File: config.mk
export PLATFORM = sky130hd
export DESIGN_NAME = mdu_seq_divider
export DESIGN_NICKNAME = d
export VERILOG_FILES = /design/src/rtl/mdu_seq_divider.sv
export SDC_FILE = /design/constraint.sdc
export NUM_CORES = 1
export LEC_CHECK = 0
export BUFFER_PORTS_ARGS = -buffer_cell sky130_fd_sc_hd__buf_4
export CORE_MARGIN = 4
export CORE_UTILIZATION = 57
export CTS_BUF_LIST = sky130_fd_sc_hd__clkbuf_8
export DETAILED_ROUTE_END_ITERATION = 12
export PLACE_DENSITY = 0.79
export REMOVE_ABC_BUFFERS = 1
export SETUP_SLACK_MARGIN = 0.2
export SYNTH_ARGS = -nofsm -noshare
export SYNTH_HDL_FRONTEND = slang
export SYNTH_SLANG_ARGS = --single-unit
File: constraint.sdc
create_clock -name clk -period 3.3 [get_ports clk]
set_input_delay 0.165 -clock clk [delete_from_list [all_inputs] [get_ports clk]]
set_output_delay 0.165 -clock clk [all_outputs]
set_load 0.05 [all_outputs]
File: src/rtl/mdu_seq_divider.sv
// Multi-cycle radix-2 restoring divider (DIV/DIVU -> LO/HI), one trial subtract per clock.
// Optional build macro MDU_DIV_EARLY_OUT_EN: skip the iterations for divide-by-zero and |dividend| < |divisor|.
module mdu_seq_divider #(
  parameter int WIDTH = 32
) (
  input  logic             clk,
  input  logic             rst_n,
  input  logic             start,
  input  logic             is_signed,
  input  logic [WIDTH-1:0] dividend,
  input  logic [WIDTH-1:0] divisor,
  output logic             busy,
  output logic             done,
  output logic [WIDTH-1:0] quotient,
  output logic [WIDTH-1:0] remainder,
  output logic             div_by_zero,
  output logic [1:0]       dbg_state
);

  localparam int CW = $clog2(WIDTH);

  // Handshake: start is sampled only while busy=0; busy=1 from the issue edge until the
  // edge that raises done; done is a single-cycle pulse and is never high together with busy.
  typedef enum logic [1:0] {
    S_IDLE = 2'd0,
    S_DIV  = 2'd1,
    S_FIX  = 2'd2
  } state_e;

  state_e           state_q, state_d;
  logic [CW-1:0]    cnt_q, cnt_d;
  logic [WIDTH-1:0] rem_q, rem_d;
  logic [WIDTH-1:0] quo_q, quo_d;
  logic [WIDTH-1:0] dsr_q, dsr_d;
  logic             negq_q, negq_d;
  logic             negr_q, negr_d;
  logic             zero_q, zero_d;
  logic             busy_q, busy_d;
  logic             done_q, done_d;
  logic [WIDTH-1:0] quo_out_q, quo_out_d;
  logic [WIDTH-1:0] rem_out_q, rem_out_d;
  logic             dbz_q, dbz_d;

  logic [WIDTH-1:0] mag_dvd, mag_dsr;
  logic [WIDTH:0]   shifted, trial;
  logic             early_exit;

  always_ff @(posedge clk or negedge rst_n) begin
    if (!rst_n) begin
      state_q   <= S_IDLE;
      cnt_q     <= '0;
      rem_q     <= '0;
      quo_q     <= '0;
      dsr_q     <= '0;
      negq_q    <= 1'b0;
      negr_q    <= 1'b0;
      zero_q    <= 1'b0;
      busy_q    <= 1'b0;
      done_q    <= 1'b0;
      quo_out_q <= '0;
      rem_out_q <= '0;
      dbz_q     <= 1'b0;
    end else begin
      state_q   <= state_d;
      cnt_q     <= cnt_d;
      rem_q     <= rem_d;
      quo_q     <= quo_d;
      dsr_q     <= dsr_d;
      negq_q    <= negq_d;
      negr_q    <= negr_d;
      zero_q    <= zero_d;
      busy_q    <= busy_d;
      done_q    <= done_d;
      quo_out_q <= quo_out_d;
      rem_out_q <= rem_out_d;
      dbz_q     <= dbz_d;
    end
  end

  always_comb begin
    state_d   = state_q;
    cnt_d     = cnt_q;
    rem_d     = rem_q;
    quo_d     = quo_q;
    dsr_d     = dsr_q;
    negq_d    = negq_q;
    negr_d    = negr_q;
    zero_d    = zero_q;
    busy_d    = busy_q;
    done_d    = 1'b0;
    quo_out_d = quo_out_q;
    rem_out_d = rem_out_q;
    dbz_d     = dbz_q;

    // Negating -2^(WIDTH-1) in WIDTH bits yields 2^(WIDTH-1) read as unsigned: the magnitude fits.
    mag_dvd = (is_signed && dividend[WIDTH-1]) ? -dividend : dividend;
    mag_dsr = (is_signed && divisor[WIDTH-1])  ? -divisor  : divisor;

    shifted = {rem_q, quo_q[WIDTH-1]};
    trial   = shifted - {1'b0, dsr_q};

    // Compare is made on the registered magnitudes to keep abs+compare off the issue path,
    // so an early exit spends one DIV cycle before FIX.
`ifdef MDU_DIV_EARLY_OUT_EN
    early_exit = (cnt_q == CW'(WIDTH-1)) && (zero_q || (quo_q < dsr_q));
`else
    early_exit = 1'b0;
`endif

    unique case (state_q)
      S_IDLE: begin
        if (start) begin
          state_d = S_DIV;
          cnt_d   = CW'(WIDTH-1);
          rem_d   = '0;
          quo_d   = mag_dvd;
          dsr_d   = mag_dsr;
          negq_d  = is_signed && (dividend[WIDTH-1] ^ divisor[WIDTH-1]);
          negr_d  = is_signed && dividend[WIDTH-1];
          zero_d  = (divisor == '0);
          busy_d  = 1'b1;
        end
      end
      S_DIV: begin
        if (early_exit) begin
          state_d = S_FIX;
          rem_d   = quo_q;
          quo_d   = '0;
        end else begin
          if (!trial[WIDTH]) begin
            rem_d = trial[WIDTH-1:0];
            quo_d = {quo_q[WIDTH-2:0], 1'b1};
          end else begin
            rem_d = shifted[WIDTH-1:0];
            quo_d = {quo_q[WIDTH-2:0], 1'b0};
          end
          if (cnt_q == '0) begin
            state_d = S_FIX;
          end else begin
            cnt_d = cnt_q - CW'(1);
          end
        end
      end
      S_FIX: begin
        // With a zero divisor the remainder register ends up holding |dividend|,
        // so re-applying the dividend sign reproduces the raw dividend bits.
        state_d   = S_IDLE;
        busy_d    = 1'b0;
        done_d    = 1'b1;
        dbz_d     = zero_q;
        quo_out_d = zero_q ? '1 : (negq_q ? -quo_q : quo_q);
        rem_out_d = negr_q ? -rem_q : rem_q;
      end
      default: begin
        state_d = S_IDLE;
        busy_d  = 1'b0;
      end
    endcase
  end

  assign busy        = busy_q;
  assign done        = done_q;
  assign quotient    = quo_out_q;
  assign remainder   = rem_out_q;
  assign div_by_zero = dbz_q;
  assign dbg_state   = state_q;

endmodule

# Yosys cells after proc, flatten, opt, wreduce, memory -nomap -nowiden
# Index checks and enable logic that the tools add are counted.
dict set report op_classes {
  add_sub_neg 6
  n_eq_ne 5
  n_mux 20
  bitwise_logic 2
  n_reduce_logical 12
}
# cell n
set op_table {}
lappend op_table {{32-bit two-way mux} 8}
lappend op_table {{32-bit negator} 4}
lappend op_table {{32-bit one-hot mux with 2 select lines} 2}
lappend op_table {{33-bit by 32-bit subtractor with 33-bit output} 1}
lappend op_table {{32-bit logical NOT} 1}
lappend op_table {{5-bit two-way mux} 2}
lappend op_table {{5-bit one-hot mux with 2 select lines} 1}
lappend op_table {{2-bit AND reduction} 4}
lappend op_table {{2-bit != test, second input constant} 3}
lappend op_table {{5-bit logical NOT} 1}
lappend op_table {{5-bit by 1-bit subtractor with 5-bit output, second input constant} 1}
lappend op_table {{2-bit two-way mux} 2}
lappend op_table {{2-bit one-hot mux with 2 select lines} 1}
lappend op_table {{1-bit logical AND} 3}
lappend op_table {{1-bit two-way mux} 3}
lappend op_table {{3-bit AND reduction} 1}
lappend op_table {{2-bit by 1-bit == test with 1-bit output, second input constant} 1}
lappend op_table {{2-bit == test, second input constant} 1}
lappend op_table {{2-bit logical NOT} 1}
lappend op_table {{1-bit one-hot mux with 2 select lines} 1}
lappend op_table {{2-bit nonzero test} 1}
lappend op_table {{1-bit inverter} 1}
lappend op_table {{1-bit bitwise XOR} 1}
dict set report word_totals {
  register_bits 173
}

# Depth between registers and ports, before layout
# Gate-level depths: netlist of run 1.
dict set report logic_depth {
  depth_word 4
  ltp_mapped 14
  mapped_depth_nobuf 12
}

# Least setup slack after synthesis of run 1
# No wires, ideal clock.
dict set report synth_timing {
  path_kind {reg2reg}
  start {register quo_q[31]}
  end {register rem_q[13]}
  arrival_ps 2868
  slack_ps 299
  stages_incl_launch_ff 15
  path_buffers 2
  cell_sequence {dfrtp_1 -> inv_1 -> ha_1 -> fa_1 -> nor2b_1 -> o31ai_1 -> a21o_1 -> o211ai_1 -> a41oi_1 -> nand3_1 -> o311a_1 -> clkbuf_1 -> clkbuf_1 -> mux2i_1 -> o21ai_0}
}
dict set report synth_via {
  elab_chain_len 3
}
# element line_no
set synth_rtl {}
lappend synth_rtl {{start, declared} 33} ;# logic [WIDTH-1:0] quo_q, quo_d;
lappend synth_rtl {{start signal, assigned} 67} ;# quo_q <= quo_d;
lappend synth_rtl {{33-bit by 32-bit subtractor with 33-bit output} 100} ;# trial = shifted - {1'b0, dsr_q};
lappend synth_rtl {{32-bit two-way mux} 130} ;# if (!trial[WIDTH]) begin
lappend synth_rtl {{32-bit one-hot mux with 2 select lines} 110} ;# unique case (state_q)
lappend synth_rtl {{end signal, assigned} 66} ;# rem_q <= rem_d;
lappend synth_rtl {{end, declared} 32} ;# logic [WIDTH-1:0] rem_q, rem_d;
# Every way passes these cells.
# A chain may end at the register's enable or synchronous reset.

# Worst setup path in the final report of run 1
dict set report layout_timing {
  start {register quo_q[31]}
  end {register rem_q[21]}
}
# Same word-level chain as after synthesis.

==> results of run 1 <==
through the flow:
step	instance area, sq um	instances	setup TNS, ns
floorplan	10600	1196	-13.71
global placement	12200	1592	0
detailed placement	12200	1592	0
CTS	13000	1661	0
global route	13500	1685	-0.0556
finish	13500	1685	0
how the worst max path moves through the flow:
stage	startpoint	end	slack, ns
finish	quo_q[31]$_DFFE_PN0P_	rem_q[21]$_DFFE_PN0P_	0.12
global route	quo_q[31]$_DFFE_PN0P_	rem_q[21]$_DFFE_PN0P_	-0.03
CTS	quo_q[31]$_DFFE_PN0P_	rem_q[19]$_DFFE_PN0P_	0.20
detailed placement	quo_q[31]$_DFFE_PN0P_	rem_q[21]$_DFFE_PN0P_	0.01
global placement	quo_q[31]$_DFFE_PN0P_	rem_q[26]$_DFFE_PN0P_	0.14
floorplan	quo_q[31]$_DFFE_PN0P_	rem_q[28]$_DFFE_PN0P_	-0.31
layer usage:
metal | global-route usage, % | part of all wire, % | wire length [microns]
met1 | 34.8 | 41 | 12500
met2 | 47.6 | 51 | 15700
met3 | 4.75 | 6.2 | 1900
met4 | 8.00 | 2.2 | 672
met5 | 0 | 0 | 0
power by group through the flow:
stage                     Combinational [mW]  Sequential [mW]  Clock, mW
final                                   10.5             4.15       1.55
after global routing                    11.4             4.27       1.67
after detailed placement                8.47             4.13          0
after global placement                  8.27             4.09          0
after floorplan                         5.45             4.77          0
after CTS                               8.71             4.10       1.57
placed cells by master, fill, tap and decap left out, drive strengths merged, types with 5 or more instances in the layout:
| master | instances |
|---|---|
| and3 | 6 |
| clkbuf | 23 |
| nor4 | 19 |
| o31ai | 20 |
| nand4 | 6 |
| or4 | 16 |
| a32oi | 5 |
| xnor2 | 60 |
| a22oi | 24 |
| o22ai | 13 |
| nand2 | 151 |
| and2 | 6 |
| a21oi | 95 |
| clkinvlp | 5 |
| inv | 51 |
| nor3 | 15 |
| a21o | 16 |
| o311ai | 14 |
| ha | 38 |
| a31oi | 6 |
| dfrtp | 173 |
| clkinv | 5 |
| xor2 | 87 |
| o21ai | 158 |
| or3 | 18 |
| nor2 | 87 |
| o41ai | 14 |
| buf | 183 |
| nand3 | 33 |
| nand2b | 9 |
| mux2i | 14 |
| nor2b | 5 |
| dlygate4sd3 | 35 |
repair_timing:
action,CTS,global route
gates resized for setup,9,76
endpoints found under the hold margin,85,0
hold buffers,35,0
pin swaps,2,23
setup buffers,2,18
gates cloned,0,6
setup endpoints to repair,32,43
flip-flops by register name, indices dropped and copies added, names as in the netlist, 2 cells and up:
signal     cells
cnt_q          5
dbg_state      2
dsr_q         32
quo_q         32
quotient      32
rem_q         32
remainder     32
area by class of cell:
type | instances | area share [%]
multi-input cells | 974 | 47.4
flip-flops and latches | 173 | 32.1
repair buffers | 222 | 14.0
well taps | 234 | 2.17
clock buffers | 19 | 1.94
inverters | 50 | 1.39
clock inverters | 13 | 1.05
worst reg2reg max path, delay by kind of cell (launching register included):
family | cells | cell delay (ns)
buffers and inverters | 3 | 0.40
flip-flops | 1 | 0.37
AO/OA/AOI/OAI | 6 | 1.58
AND/OR/NAND/NOR | 1 | 0.15
adder cells (fa/ha/maj) | 2 | 0.58
cell families (layout without fill, tap and decap cells):
kind of cell	count (synthesis)	in the layout	share of synthesized area, %
xor+xnor	147	147	11.8
mux	14	14	1.29
buf+inv	114	304	3.97
compound gates	392	393	22.0
simple gates	381	381	16.5
fa+ha+maj	39	39	4.56
flops	173	173	39.8
==> insert_results.sql, run 1 <==
INSERT INTO impl_metrics (metric_group, metric, value, unit) VALUES
('outcome', 'run_status', 'finished clean', ''),
('critical_path', 'critical_path_buffer_and_inverter_count', '3', ''),
('layout', 'synthToLayoutAreaGrowth', '24.3', '%'),
('floorplan', 'initial_utilization', '58.1', '%'),
('critical_path', 'startpoint_type', 'flop', ''),
('pwr', 'combPwrFrac', '64.8', '%'),
('timing', 'final_min_period_over_clock_period', '96.4', '%'),
('yosys', 'synth.distinct_cells', '63', ''),
('worst_hold_path', 'cell_depth_of_the_worst_min_delay_path', '3', ''),
('floorplan', 'num_rows', '50', ''),
('yosys', 'ys_seq_elements', '173', ''),
('clock_network', 'cts-root-to-sink-buffers', '2', ''),
('critical_path', 'cp_slowest_cell', 'o311a_4', ''),
('pwr', 'clockPowerShare', '9.6', '%'),
('layout', 'num-fill-cells', '1411', ''),
('placed_design', 'place.port_buffers', '136', ''),
('floorplan', 'fp.dieH', '146', 'microns'),
('yosys', 'post_synth_main_area_contributors', 'dfrtp_1 (40%), xor2_1 (7.0%), o21ai_0 (6.9%)', ''),
('yosys', 'synth.cells.most_frequent', 'dfrtp_1 (173), nand2_1 (151), o21ai_0 (150)', ''),
('clock_network', 'numCtsBuffers', '17', ''),
('floorplan', 'die_width', '146', 'microns'),
('timing', 'finalWorstPathRequiredPeriod', '3.18', 'ns'),
('layout', 'antennaDiodeCount', '0', ''),
('grt', 'grt_remaining_overflow', '0', ''),
('timing', 'report.final.slew_viol_count', '0', ''),
('yosys', 'synth_enable_flop_cells', '0', ''),
('grt', 'grt_pass1_wl', '48300', 'microns'),
('timing', 'max_slew_margin', '21.1', '%'),
('route', 'routed_wl', '30700', 'microns'),
('critical_path', 'rrSetupSlack', '0.12', 'ns'),
('clock_network', 'cts-htree-levels', '4', ''),
('worst_hold_path', 'holdPathEnd', 'dsr_q[6]$_DFFE_PN0P_', ''),
('yosys', 'seq_area_frac_synth', '39.8', '%'),
('yosys', 'postSynthAreaPerCell', '8.62', 'sq um'),
('pwr', 'p_seq_share', '25.6', '%'),
('clock_network', 'number_of_clock_sinks', '173', ''),
('placed_design', 'gp_routability_congestion', '0.907', ''),
('route', 'dr.pass1.iters', '6', ''),
('critical_path', 'critical_path_required', '3.65', 'ns'),
('timing', 'maxClockFrequency', '0.314', 'GHz'),
('critical_path', 'crit-reg2reg-capture', 'rem_q[21]$_DFFE_PN0P_', ''),
('timing', 'setup_slack', '0.117', 'ns'),
('timing', 'timing.final.setup_violations', '0', ''),
('critical_path', 'list_of_cells_traversed_by_the_critical_path', 'inv_1, ha_2, fa_2, nor2b_2, o31ai_1, buf_4, a21o_1, o211ai_1, a41oi_2, o311a_4, clkbuf_16, o311ai_1', ''),
('timing', 'rsz_0062_raised_after_global_routing', 'true', ''),
('clock_network', 'cts_tree', 'done', ''),
('yosys', 'ys_dominant_reg_cell', 'dfrtp_1', ''),
('placed_design', 'dp_hpwl', '20500', 'microns'),
('grt', 'grt_start_max_net_pins', '82', ''),
('pwr', 'total_switching_power', '7.82', 'mW'),
('critical_path', 'path_class', 'flop to flop', ''),
('pwr', 'total_power', '16.2', 'mW'),
('grt', 'antenna_found_initial', '0', ''),
('critical_path', 'timing.rr.start', 'quo_q[31]$_DFFE_PN0P_', ''),
('floorplan', 'die-area', '21300', 'sq um'),
('critical_path', 'timing.critical_path.to_type', 'flop', ''),
('worst_hold_path', 'worstHoldStart', 'divisor[6]', ''),
('layout', 'utilization_of_the_core_after_routing', '72.2', '%'),
('timing', 'worst_pin_slew', '1.18', 'ns'),
('grt', 'vias_in_the_first_global_route', '9730', ''),
('floorplan', 'boundaryPins', '137', ''),
('layout', 'multi_input_comb_area', '6400', 'sq um'),
('yosys', 'synth_top_area_share', '39.8', '%'),
('critical_path', 'critPathMaxStageDelay', '0.44', 'ns'),
('yosys', 'synth_cells', '1260', ''),
('route', 'dr_total_vias', '10200', ''),
('clock_network', 'clockRootBuffer', 'clkbuf_8', ''),
('timing', 'timing.clock.skew', '0.0141', 'ns'),
('yosys', 'yosys_warnings', '0', ''),
('pwr', 'power_leakage', '6.01', 'nW'),
('route', 'drt_iter0_drc', '927', '');
Power figures use the tool's default switching activity.
==> inputs of run 2 (changes only) <==
--- a/config.mk
+++ b/config.mk
@@ -5,12 +5,13 @@
 export SDC_FILE = /design/constraint.sdc
 export NUM_CORES = 1
 export LEC_CHECK = 0
+export ABC_AREA = 1
 export BUFFER_PORTS_ARGS = -buffer_cell sky130_fd_sc_hd__buf_4
 export CORE_MARGIN = 4
 export CORE_UTILIZATION = 57
 export CTS_BUF_LIST = sky130_fd_sc_hd__clkbuf_8
 export DETAILED_ROUTE_END_ITERATION = 12
-export PLACE_DENSITY = 0.79
+export PLACE_DENSITY = 0.78
 export REMOVE_ABC_BUFFERS = 1
 export SETUP_SLACK_MARGIN = 0.2
 export SYNTH_ARGS = -nofsm -noshare
==> insert_results.sql, run 2 <==
INSERT INTO impl_metrics (metric_group, metric, value, unit) VALUES
('yosys', 'yosys.cell_count.top_type', 'nand2_1', ''),
('critical_path', 'cp_slowest_cell', 'fa_1', ''),
('pwr', 'power_leakage', '8.11', 'nW'),
('critical_path', 'critical_path_peak_fanout', '20', ''),
('grt', 'grt_pass1_wl', '62600', 'microns'),
('yosys', 'synth_top_cell_by_area', 'dfrtp_1', ''),
('critical_path', 'critical_path_required', '3.66', 'ns'),
('layout', 'layout_common_cells', 'nand2_1 (614), inv_1 (291), nor2_1 (215)', ''),
('timing', 'max_slew_margin', '43.1', '%'),
('critical_path', 'r2r_cells', '17', ''),
('clock_network', 'cts-htree-levels', '4', ''),
('yosys', 'seq_area_frac_synth', '32.9', '%'),
('yosys', 'ys_seq_elements', '173', ''),
('yosys', 'yosys_warnings', '0', ''),
('critical_path', 'rrSetupSlack', '0.51', 'ns'),
('layout', 'share_of_layout_cells_above_drive_strength_1', '11.1', '%'),
('timing', 'timing.clock.skew', '0.0225', 'ns'),
('clock_network', 'ctsHoldBuffers', '27', ''),
('clock_network', 'clock_latency_of_the_later_clocked_register_in_the_worst_skew_pair', '0.48', 'ns'),
('timing', 'finalWorstPathRequiredPeriod', '2.79', 'ns'),
('critical_path', 'critical_path.top_delay_family', 'simple AND/OR/NAND/NOR gates', ''),
('route', 'dr_total_vias', '13600', ''),
('route', 'antenna_violating_nets_left', '0', ''),
('floorplan', 'floorplan_core_area', '22700', 'sq um'),
('yosys', 'synth.distinct_cells', '50', ''),
('placed_design', 'gp_routability_congestion', '0.994', ''),
('grt', 'busiest_layer', 'met2', ''),
('placed_design', 'place.port_buffers', '136', ''),
('grt', 'grt_start_max_net_pins', '69', ''),
('timing', 'rsz_0062_raised_after_global_routing', 'false', ''),
('critical_path', 'critPathMostFrequentCell', 'nand2_4', ''),
('floorplan', 'die-area', '25600', 'sq um'),
('yosys', 'postSynthAreaPerCell', '6.49', 'sq um'),
('critical_path', 'critPathMaxStageDelay', '0.42', 'ns'),
('grt', 'track_usage', '29.6', '%'),
('timing', 'worst_pin_slew', '0.853', 'ns'),
('critical_path', 'crit-reg2reg-capture', 'rem_q[23]$_DFFE_PN0P_', ''),
('critical_path', 'timing.critical_path.to_type', 'flop', ''),
('timing', 'hold_viol', '0', ''),
('layout', 'layout.nets', '2277', ''),
('worst_hold_path', 'worstHoldStart', 'dividend[9]', ''),
('worst_hold_path', 'hold_class', 'input pin to flop', ''),
('clock_network', 'path_clk_slew', '0.11', 'ns'),
('route', 'drt_iter0_drc', '1270', ''),
('layout', 'synthToLayoutAreaGrowth', '14.4', '%'),
('layout', 'utilization_of_the_core_after_routing', '66.3', '%'),
('route', 'vias_per_cell', '5.51', ''),
('critical_path', 'timing.rr.start', 'quo_q[31]$_DFFE_PN0P_', ''),
('clock_network', 'clockRootBuffer', 'clkbuf_8', ''),
('route', 'wl_per_cell', '15.5', 'microns'),
('pwr', 'worst_ir_drop_vdd', '0.471', 'mV'),
('placed_design', 'detailedPlace.worstSlack', '0.555', 'ns'),
('clock_network', 'number_of_buffers_inserted_to_repair_setup_after_cts', '0', ''),
('placed_design', 'dp_hpwl', '29400', 'microns'),
('critical_path', 'path_class', 'flop to flop', ''),
('route', 'routed_wl', '38100', 'microns'),
('floorplan', 'fp.dieH', '160', 'microns'),
('clock_network', 'cts_tree', 'done', ''),
('timing', 'setup_slack', '0.510', 'ns'),
('worst_hold_path', 'cell_depth_of_the_worst_min_delay_path', '3', ''),
('yosys', 'post_synth_main_area_contributors', 'dfrtp_1 (33%), nand2_1 (18%), inv_1 (8.3%)', ''),
('layout', 'antennaDiodeCount', '0', ''),
('clock_network', 'numCtsBuffers', '17', ''),
('outcome', 'run_status', 'finished clean', ''),
('yosys', 'synth_async_sr_flop_share', '100', '%'),
('yosys', 'synth.cells.most_frequent', 'nand2_1 (614), inv_1 (291), nor2_1 (215)', ''),
('critical_path', 'crit_arrival', '3.15', 'ns'),
('yosys', 'synth_cells', '2029', ''),
('grt', 'met2_usage_in_global_routing', '45.5', '%'),
('floorplan', 'num_rows', '55', ''),
('floorplan', 'boundaryPins', '137', ''),
('worst_hold_path', 'holdPathEnd', 'quo_q[9]$_DFFE_PN0P_', ''),
('timing', 'timing.final.setup_violations', '0', ''),
('timing', 'final_min_period_over_clock_period', '84.5', '%'),
('pwr', 'ratio_of_total_power_to_cell_area', '1130', 'nW/um^2'),
('yosys', 'synth_enable_flop_cells', '0', ''),
('clock_network', 'number_of_clock_sinks', '173', ''),
('yosys', 'ys_dominant_reg_cell', 'dfrtp_1', ''),
('grt', 'groute.layer.met1.usage', '43.4', '%'),
('layout', 'commonest_non_fill_non_tap_cell_in_the_layout', 'nand2_1', ''),
('grt', 'antenna_found_initial', '0', ''),
('timing', 'report.final.slew_viol_count', '0', ''),
('grt', 'globalRouteMet3Util', '5.14', '%'),
('route', 'dr.pass1.iters', '6', ''),
('critical_path', 'critical_path_buffer_and_inverter_count', '2', ''),
('floorplan', 'initial_utilization', '58.0', '%'),
('critical_path', 'setup.worst_path.start', 'quo_q[31]$_DFFE_PN0P_', ''),
('clock_network', 'postCtsResizedCells', '0', ''),
('grt', 'grt_remaining_overflow', '0', ''),
('floorplan', 'die_width', '160', 'microns'),
('timing', 'maxClockFrequency', '0.358', 'GHz'),
('yosys', 'synthesized_cell_area', '13200', 'sq um'),
('layout', 'num-fill-cells', '2133', ''),
('critical_path', 'startpoint_type', 'flop', ''),
('yosys', 'synth_top_area_share', '32.9', '%'),
('critical_path', 'list_of_cells_traversed_by_the_critical_path', 'inv_1, ha_1, fa_1, inv_1, nand2_1, nand2_1, nand3_1, nand2_2, nand2_2, nand2_4, nand2_4, nand2_4, nand2_4, nand2_4, nand2_1, nand3_1, nand2_1', ''),
('clock_network', 'cts-root-to-sink-buffers', '2', ''),
('route', 'remaining_drc_errors', '0', ''),
('job', 'max_cap_violations', '0', ''),
('grt', 'vias_in_the_first_global_route', '12600', '');
[run 2: cell types whose count changed after synthesis, sizes merged, moves of 16 or more]
cell    change
inv       +252
o21ai      -44
xnor2      -45
nand2     +483
o31ai      -17
a21oi      -44
or3        -17
xor2       -28
nor2      +137
nand4      +17
or4        -16
nand3     +164
clkbuf     -20
[run 2: logic make-up after synthesis]
family / count (synthesis) / synth area share, %
fa+ha+maj: 39 / 3.77
simple gates: 1137 / 36.9
flops: 173 / 32.9
buf+inv: 359 / 10.7
xor+xnor: 74 / 4.92
compound gates: 247 / 10.8
[run 2: per-stage QoR]
| stage | total power [mW] | std cells | area (sq um) | TNS (ns) | hold WS [ns] |
|---|---|---|---|---|---|
| 2_1_floorplan | 12.2 | 1971 | 12900 | -51.76 | -0.131 |
| 3_3_place_gp | 15.0 | 2409 | 14400 | 0 | 0.215 |
| 3_5_place_dp | 15.3 | 2409 | 14400 | 0 | 0.228 |
| 4_1_cts | 16.8 | 2467 | 15100 | 0 | 0.000360 |
| 5_1_grt | 18.5 | 2467 | 15100 | 0 | 0.00779 |
| 6_report | 16.9 | 2467 | 15100 | 0 | 0.0126 |
[run 2: routing by layer]
layer  wire [microns]  up-vias
li1                 -     6744
met1            17600     6217
met2            16500      557
met3             3280       64
met4              761        0
met5                0        -
[run 2: cell type report]
type / instances / area [sq um] / area share, %
Tap cell: 285 / 357 / 2.37
Sequential cell: 173 / 4330 / 28.8
Inverter: 301 / 1130 / 7.51
Timing Repair Buffer: 180 / 1440 / 9.53
Multi-Input combinational cell: 1497 / 7440 / 49.4
Clock buffer: 17 / 234 / 1.55
Clock inverter: 14 / 129 / 0.856
[run 2: where the power goes]
group          internal [mW]  switching (mW)
Sequential              3.09            1.02
Combinational           3.81            7.57
Clock                  0.546           0.906
[run 2: tightest hold or removal path, stage by stage]
cell and delay (ns):
buf_4 0.11, xnor2_1 0.11, o21ai_0 0.07
[run 2: how the worst max path moves through the flow]
stage                                to  slack (ns)  cells past startpoint
3_5_place_dp      rem_q[23]$_DFFE_PN0P_        0.55                     17
3_3_place_gp      rem_q[29]$_DFFE_PN0P_        0.70                     17
2_1_floorplan  quotient[20]$_DFFE_PN0P_       -0.71                      9
5_1_grt           rem_q[24]$_DFFE_PN0P_        0.27                     17
4_1_cts           rem_q[23]$_DFFE_PN0P_        0.51                     17
6_report          rem_q[23]$_DFFE_PN0P_        0.51                     17
